===== src/rtl/elastic_fifo_pkg.sv =====
// Shared arithmetic helpers and the elaboration-time parameter check for elastic_fifo.
package elastic_fifo_pkg;

  // Ceiling log2. Never returns less than 1, so a pointer is always at least one bit wide.
  function automatic int unsigned clog2(input int unsigned n);
    int unsigned r;
    r = 0;
    while ((64'd1 << r) < 64'(n)) r = r + 1;
    if (r == 0) r = 1;
    return r;
  endfunction

endpackage

`ifndef ELASTIC_FIFO_CHECK_PARAMS
`define ELASTIC_FIFO_CHECK_PARAMS(n) \
  if ((n) < 2) begin : g_bad_num_slots \
    $error("elastic_fifo: NUM_SLOTS must be >= 2"); \
  end
`endif


===== src/rtl/elastic_fifo_mem.sv =====
// Token storage: synchronous write port, asynchronous read port, no reset.
module elastic_fifo_mem
  import elastic_fifo_pkg::*;
#(
  parameter int unsigned DATA_TYPE = 32,
  parameter int unsigned NUM_SLOTS = 4
) (
  input  logic                            clk,
  input  logic                            we,
  input  logic [clog2(NUM_SLOTS)-1:0]     waddr,
  input  logic [DATA_TYPE-1:0]            wdata,
  input  logic [clog2(NUM_SLOTS)-1:0]     raddr,
  output logic [DATA_TYPE-1:0]            rdata
);

  logic [DATA_TYPE-1:0] mem [NUM_SLOTS];

  always_ff @(posedge clk) begin
    if (we) mem[waddr] <= wdata;
  end

  assign rdata = mem[raddr];

endmodule


===== src/rtl/elastic_fifo.sv =====
// Non-transparent valid/ready FIFO that absorbs adder result bursts under consumer stalls.
module elastic_fifo
  import elastic_fifo_pkg::*;
#(
  parameter int unsigned DATA_TYPE = 32,
  parameter int unsigned NUM_SLOTS = 4
) (
  input  logic                 clk,
  input  logic                 rst,
  input  logic [DATA_TYPE-1:0] ins,
  input  logic                 ins_valid,
  output logic                 ins_ready,
  output logic [DATA_TYPE-1:0] outs,
  output logic                 outs_valid,
  input  logic                 outs_ready
);

  localparam int unsigned PTR_W = clog2(NUM_SLOTS);
  localparam int unsigned CNT_W = clog2(NUM_SLOTS + 1);

  `ELASTIC_FIFO_CHECK_PARAMS(NUM_SLOTS)

  logic [PTR_W-1:0]     head;
  logic [PTR_W-1:0]     tail;
  logic [CNT_W-1:0]     count;
  logic                 push;
  logic                 pop;
  logic [DATA_TYPE-1:0] rdata;

  // Handshake flags come from registered count only; no outs_ready -> ins_ready path.
  assign ins_ready  = (count != CNT_W'(NUM_SLOTS));
  assign outs_valid = (count != CNT_W'(0));
  assign push       = ins_valid & ins_ready;
  assign pop        = outs_valid & outs_ready;
  assign outs       = outs_valid ? rdata : '0;

  // Depth need not be a power of two, so wrap by explicit compare.
  function automatic logic [PTR_W-1:0] ptr_inc(input logic [PTR_W-1:0] p);
    return (p == PTR_W'(NUM_SLOTS - 1)) ? '0 : p + PTR_W'(1);
  endfunction

  always_ff @(posedge clk) begin
    if (rst) begin
      head  <= '0;
      tail  <= '0;
      count <= '0;
    end else begin
      if (push) tail <= ptr_inc(tail);
      if (pop)  head <= ptr_inc(head);
      if (push && !pop)      count <= count + CNT_W'(1);
      else if (pop && !push) count <= count - CNT_W'(1);
    end
  end

  elastic_fifo_mem #(
    .DATA_TYPE (DATA_TYPE),
    .NUM_SLOTS (NUM_SLOTS)
  ) u_mem (
    .clk   (clk),
    .we    (push & ~rst),
    .waddr (tail),
    .wdata (ins),
    .raddr (head),
    .rdata (rdata)
  );

endmodule

===== config.mk =====
export PLATFORM = sky130hd
export DESIGN_NAME = elastic_fifo
export DESIGN_NICKNAME = d
export VERILOG_FILES = /design/src/rtl/elastic_fifo_pkg.sv /design/src/rtl/elastic_fifo_mem.sv /design/src/rtl/elastic_fifo.sv
export SDC_FILE = /design/constraint.sdc
export NUM_CORES = 1
export LEC_CHECK = 0
export BUFFER_PORTS_ARGS = -buffer_cell sky130_fd_sc_hd__buf_2
export CORE_ASPECT_RATIO = 0.75
export CORE_MARGIN = 1.5
export CORE_UTILIZATION = 50
export CTS_BUF_LIST = sky130_fd_sc_hd__clkbuf_8
export DETAILED_ROUTE_END_ITERATION = 10
export PLACE_DENSITY = 0.7
export SYNTH_ARGS = -nofsm -noshare
export SYNTH_HDL_FRONTEND = slang
export SYNTH_SLANG_ARGS = --single-unit
export TNS_END_PERCENT = 100

===== constraint.sdc =====
create_clock -name clk -period 4.18 [get_ports clk]
set_input_delay 0.627 -clock clk [delete_from_list [all_inputs] [get_ports clk]]
set_output_delay 0.627 -clock clk [all_outputs]
set_load 0.05 [all_outputs]

==> results of run 1 <==
## report_power, final
part / leakage (nW) / internal, W / switching (W)
sequential: 1.24 / 0.00160 / 0.000101
clock: 0.214 / 0.000630 / 0.000462
combinational: 0.745 / 0.000460 / 0.00110
total: 2.20 / 0.00269 / 0.00167
## how the worst max path moves through the flow
stage	to
3_3_place_gp	outs[24]
3_5_place_dp	outs[24]
2_1_floorplan	u_mem.mem[0][0]$_DFFE_PP_
6_report	outs[24]
5_1_grt	outs[24]
4_1_cts	outs[24]
## synth_stat cells, drive strengths merged
cell      n
nor3b     5
nor2b    32
nor3      2
nor2      3
nand2     2
inv       7
a21oi     3
clkbuf    4
o31ai     2
mux4     32
fa        1
ha        6
xor2      2
or3       2
buf       7
o21ai     2
dfxtp     9
nand3     2
edfxtp  128
mux2i     2
## flip-flops by register name, summed over array words and instances (netlist names), named ones only
register and flops:
u_mem.mem 128, count 3, tail 2, head 2
## cell type report
| class | instances | area, um^2 | share of cell area [%] |
|---|---|---|---|
| sequential | 137 | 4030 | 64.2 |
| multi-input combinational | 98 | 1210 | 19.4 |
| timing repair buffer | 80 | 428 | 6.83 |
| clock buffer | 17 | 234 | 3.73 |
| tap | 136 | 170 | 2.71 |
| clock inverter | 15 | 168 | 2.67 |
| inverter | 7 | 26.3 | 0.419 |
| antenna | 1 | 2.50 | 0.0399 |
## routing by layer
metal	share of wire, %	global-route usage, %	up-vias
met1	44	24.2	1348
met5	0.11	0	-
met3	5.2	5.10	10
li1	-	-	1181
met2	49	29.4	71
met4	0.93	7.94	2
## critical path, cell delays in order (launching register included)
cell	delay [ns]
dfxtp_2	0.82
buf_4	0.30
mux4_2	0.50
nor2b_1	0.15
buf_2	0.26
## cells by family (layout without fill, tap and decap cells)
family                   Yosys count  count (layout)
flip-flops                       137             137
AND/OR/NAND/NOR                   48              48
other                              0               1
adder cells (fa/ha/maj)            7               7
XOR/XNOR                           2               2
multiplexers                      34              34
AO/OA/AOI/OAI                      7               7
buffers and inverters             18             119
## through the flow
step	cell area, um^2	utilization [%]	hold WS (ns)	worst slack [ns]	total power, W
2_1_floorplan	5310	-	0.463	0.209	0.00294
3_3_place_gp	5860	56.8	0.476	1.49	0.00330
3_5_place_dp	5860	56.8	0.485	1.47	0.00332
4_1_cts	6270	60.7	0.383	0.991	0.00441
5_1_grt	6270	60.7	0.397	0.894	0.00454
6_report	6270	60.7	0.411	1.08	0.00436
==> run_results.csv, run 1 <==
group,metric,value,unit
layout,layout_common_cells,"edfxtp_1, buf_2, mux4_2, nor2b_1, clkbuf_8",
yosys,synth_top_cells_by_area,"edfxtp_1, mux4_2, nor2b_1, dfxtp_1, ha_1",
timing,tightest_slew,0.893,ns
yosys,synth.avg_cell_area,21.0,um^2
min_path,whs_path_depth,1,
yosys,synth_area,5310,um^2
global_routing,antenna_found_initial,2,
timing,max_slew_margin,40.3,%
timing,finalSetupTns,0,ns
cts,clk_path_buf_depth,2,
layout,nFillCells,766,
job,drv_cap,0,
routing,wl_per_cell,19.3,um
yosys,yosysSeqAreaShare,75.7,%
global_routing,track_usage,18.5,%
place,place.detailed.hpwl,5910,um
global_routing,grt_max_degree,33,
cts,cts_root_buf,"clkbuf_8",
yosys,synth-adder-area-share,1.79,%
worst_setup_path,reg2reg_depth,10,
worst_setup_path,r2r_end,"count[2]$_SDFFE_PP0P_",
yosys,synth_top_family_by_area,"multiplexers",
yosys,synthCells,253,
die,row_count,32,
global_routing,overflow,0,
timing,setup_violations,0,
power_and_ir_drop,vdd_drop_max,0.432,mV
worst_setup_path,worst-setup-path-type,"register to primary output",
yosys,yosysWarnings,0,
layout,nNetsFinal,384,
timing,slew_viol_final,0,
cts,clk_pin_slew,0.07,ns
die,core,10300,um^2
min_path,hp-start,"ins[10]",
routing,first_pass_iters,4,
yosys,yosys.area_share.xor_xnor,0.330,%
cts,cts_num_sinks,137,
yosys,ys_ff_latch,137,
place,dp.cells,458,
cts,htreeDepth,4,
power_and_ir_drop,pwr_density_cell,695,nW/um^2
cts,clock_latency,0.43,ns
global_routing,grt_pass1_vias,2762,
worst_setup_path,rrSetupSlack,1.79,ns
yosys,synth.largest_area_cell,"edfxtp_1",
worst_setup_path,cp-start-kind,"register",
die,pin_count,70,
cts,postCtsResizedCells,0,
timing,rsz0062_at_grt,"false",
worst_setup_path,end_kind,"primary output",
yosys,syn_nets,296,
timing,fin_crit,3.10,ns
timing,skew,0.0104,ns
cts,ctsHoldBuffers,0,
routing,vias_per_cell,5.32,
die,floorplan.initialDensity,51.4,%
timing,hold_viol,0,
cts,cts_setup_buffers,0,
timing,fmax,0.323,GHz
yosys,yosys.area_share.simple,5.53,%
worst_setup_path,cp_data_required_time,3.55,ns
worst_setup_path,r2r-start,"count[0]$_SDFFE_PP0P_",
layout,stdcell_count,491,
power_and_ir_drop,p_leak,2.20,nW
min_path,min_to,"u_mem.mem[0][10]$_DFFE_PP_",
min_path,hp-class,"input port to register",
cts,cts_buffers,17,
layout,drive_gt1_share,40.4,%
yosys,synth_top_area_share,72.4,%
layout,layout_commonest_cell,"edfxtp_1",
timing,period_share,74.1,%
die,die_h,92.3,um
worst_setup_path,cp_max_fo,21,
die,die_area,11300,um^2
yosys,muxShareOfSynthArea,13.9,%
routing,vias,2612,
routing,antenna_left,0,
routing,drt_wl_total,9480,um
yosys,synth_cell_type_count,22,
yosys,synth-compound-area-share,0.754,%
routing,drc,0,
die,die_w,122,um
place,gp_congestion,0.707,
place,io_buffers,69,
cts,cts_tree,"built",
worst_setup_path,arrival,2.47,ns
routing,dr.first_iter.drc_count,201,
outcome,status,"complete, no violations",
global_routing,grt_pass1_wl,14600,um
layout,area_growth,18.0,%
No activity file was read; power rests on OpenSTA's default activity.
==> inputs of run 2 (changes only) <==
--- a/config.mk
+++ b/config.mk
@@ -5,13 +5,14 @@
 export SDC_FILE = /design/constraint.sdc
 export NUM_CORES = 1
 export LEC_CHECK = 0
+export ABC_AREA = 1
 export BUFFER_PORTS_ARGS = -buffer_cell sky130_fd_sc_hd__buf_2
 export CORE_ASPECT_RATIO = 0.75
 export CORE_MARGIN = 1.5
 export CORE_UTILIZATION = 50
 export CTS_BUF_LIST = sky130_fd_sc_hd__clkbuf_8
 export DETAILED_ROUTE_END_ITERATION = 10
-export PLACE_DENSITY = 0.7
+export PLACE_DENSITY = 0.69
 export SYNTH_ARGS = -nofsm -noshare
 export SYNTH_HDL_FRONTEND = slang
 export SYNTH_SLANG_ARGS = --single-unit
==> constraint.sdc (replaced) <==
create_clock -name clk -period 3.2 [get_ports clk]
set_input_delay 0.48 -clock clk [delete_from_list [all_inputs] [get_ports clk]]
set_output_delay 0.48 -clock clk [all_outputs]
set_load 0.05 [all_outputs]
==> run_results.csv, run 2 <==
group,metric,value,unit
timing,tightest_slew,1.08,ns
yosys,synth.avg_cell_area,11.6,um^2
layout,drive_gt1_share,20.1,%
die,core,10900,um^2
routing,wl_per_cell,14.7,um
global_routing,grt_pass1_wl,16900,um
yosys,muxShareOfSynthArea,0,%
min_path,hp-class,"input port to register",
power_and_ir_drop,pwr-share-comb,42.0,%
layout,fin_util,58.9,%
layout,largest_reg_flops,128,
yosys,yosys.area_share.simple,15.7,%
timing,hold_viol,0,
timing,period_share,89.0,%
global_routing,overflow,0,
power_and_ir_drop,p_leak,2.56,nW
yosys,ys_ff_latch,137,
global_routing,grt_max_degree,65,
place,place.detailed.hpwl,6180,um
cts,cts_buffers,17,
yosys,async_flop_share,0,%
die,row_count,33,
yosys,netlist_top_cells_count,"nand2_1, edfxtp_1, nor2_1",
routing,first_pass_iters,4,
power_and_ir_drop,vdd_drop_max,0.775,mV
yosys,synth_top_cells_by_area,"edfxtp_1, nand2_1, nor2_1, dfxtp_1, a21oi_1",
cts,htreeDepth,4,
routing,antenna_left,0,
power_and_ir_drop,pwr_density_cell,922,nW/um^2
worst_setup_path,end_kind,"primary output",
yosys,yosysWarnings,0,
min_path,min_to,"count[0]$_SDFFE_PP0P_",
yosys,synth-compound-area-share,6.16,%
worst_setup_path,r2r-start,"count[0]$_SDFFE_PP0P_",
global_routing,antenna_found_initial,0,
yosys,syn_nets,521,
power_and_ir_drop,switching_power,0.00259,W
routing,drc,0,
yosys,synth-adder-area-share,1.71,%
yosys,synth_cell_type_count,22,
yosys,synth.largest_area_cell,"edfxtp_1",
layout,nNetsFinal,597,
timing,rsz0062_at_grt,"false",
timing,max_slew_margin,28.1,%
worst_setup_path,cp_data_required_time,2.72,ns
routing,dr.first_iter.drc_count,216,
min_path,hp-start,"rst",
layout,largestRegisters,"u_mem.mem: 128 flops, count: 3 flops",
cts,clk_path_buf_depth,2,
outcome,status,"complete, no violations",
worst_setup_path,reg2reg_depth,5,
cts,cts_setup_buffers,0,
worst_setup_path,cp-start-kind,"register",
global_routing,grt_pass1_vias,3442,
yosys,synth_top_area_share,69.3,%
yosys,yosys.area_share.xor_xnor,0.158,%
die,pin_count,70,
yosys,synth_edf_count,128,
yosys,synth_top_flop_cell,"edfxtp_1",
worst_setup_path,r2r_end,"u_mem.mem[0][11]$_DFFE_PP_",
worst_setup_path,worst-setup-path-type,"register to primary output",
yosys,yosysSeqAreaShare,72.5,%
global_routing,track_usage,19.0,%
yosys,synth_area,5550,um^2
die,die_w,125,um
timing,setup_violations,0,
cts,ctsHoldBuffers,0,
timing,fmax,0.351,GHz
yosys,synth_most_common_cell,"nand2_1",
job,drv_cap,0,
cts,postCtsResizedCells,0,
yosys,synthCells,478,
cts,cts_tree,"built",
layout,num_antenna_cells,0,
yosys,synth_top_family_by_area,"simple AND/OR/NAND/NOR gates",
cts,cts_root_buf,"clkbuf_8",
power_and_ir_drop,clkPwrFrac,21.4,%
layout,layout_commonest_cell,"nand2_1",
min_path,whs_path_depth,2,
routing,drt_wl_total,10400,um
layout,layout_common_cells,"nand2_1, edfxtp_1, nor2_1",
power_and_ir_drop,p_int,0.00331,W
power_and_ir_drop,sw_frac_of_total,43.8,%
cts,clock_latency,0.43,ns
routing,vias,3527,
place,io_buffers,69,
timing,slew_viol_final,0,
worst_setup_path,rrSetupSlack,1.03,ns
worst_setup_path,cp_max_fo,23,
worst_setup_path,arrival,2.37,ns
timing,finalSetupTns,0,ns
die,die_area,11700,um^2
layout,area_growth,15.3,%
routing,vias_per_cell,5.00,
die,die_h,94.2,um
cts,cts_num_sinks,137,
timing,skew,0.0116,ns
layout,top_register,"u_mem.mem",
cts,clk_pin_slew,0.07,ns
die,floorplan.initialDensity,51.1,%
power_and_ir_drop,p_seq_share,36.6,%
place,gp_congestion,0.732,
timing,fin_crit,2.85,ns
## run 2: layout make-up
class                   count  area [um^2]
multi-input cells         303         1350
inverters                  16         60.1
repair buffers             79          433
clock inverters            14          119
well taps                 140          175
fillers                   901         4460
flip-flops and latches    137         4030
clock buffers              17          234
## run 2: how the worst max path moves through the flow
| stage | startpoint | slack, ns | to |
|---|---|---|---|
| global route | count[1]$_SDFFE_PP0P_ | 0.18 | outs[18] |
| finish | count[1]$_SDFFE_PP0P_ | 0.35 | outs[3] |
| detailed placement | count[1]$_SDFFE_PP0P_ | 0.80 | outs[3] |
| CTS | count[1]$_SDFFE_PP0P_ | 0.31 | outs[3] |
| floorplan | ins_valid | 0.62 | u_mem.mem[0][0]$_DFFE_PP_ |
| global placement | count[1]$_SDFFE_PP0P_ | 0.85 | outs[3] |
## run 2: power by group through the flow
stage               registers (W)  logic, W  clock network, W
floorplan                 0.00219   0.00195                 0
global placement          0.00219   0.00246                 0
detailed placement        0.00219   0.00249                 0
CTS                       0.00216   0.00250           0.00130
global route              0.00217   0.00269           0.00138
finish                    0.00216   0.00248           0.00126
## run 2: metrics by stage
step                      cells  hold slack (ns)  total power [W]  area (um^2)  worst slack (ns)
final                       706            0.215          0.00590         6390             0.352
after global routing        706            0.208          0.00624         6390             0.176
after CTS                   706            0.186          0.00595         6390             0.311
after detailed placement    675            0.519          0.00468         6040             0.803
after global placement      675            0.512          0.00465         6040             0.854
after floorplan             478            0.483          0.00414         5550             0.620
## run 2: cell families (layout without fill, tap and decap cells)
logic type	after synthesis	after routing
compound gates	67	67
buf+inv	38	126
fa+ha+maj	7	7
simple gates	228	228
flops	137	137
xor+xnor	1	1
## run 2: worst max-delay path, cell delays in order, from the launching register on
cell and delay (ns):
dfxtp_1 0.35, nor2_2 0.19, nand2_2 0.11, inv_1 0.69, buf_4 0.31, a21oi_1 0.06
buf_2 0.21
## run 2: metal layers
layer / track usage, % / up-vias / part of all wire (%)
li1: - / 1770 / -
met4: 4.79 / 0 / 0.51
met3: 6.78 / 6 / 7.0
met1: 24.5 / 1641 / 45
met2: 31.2 / 110 / 47
met5: 0 / - / 0
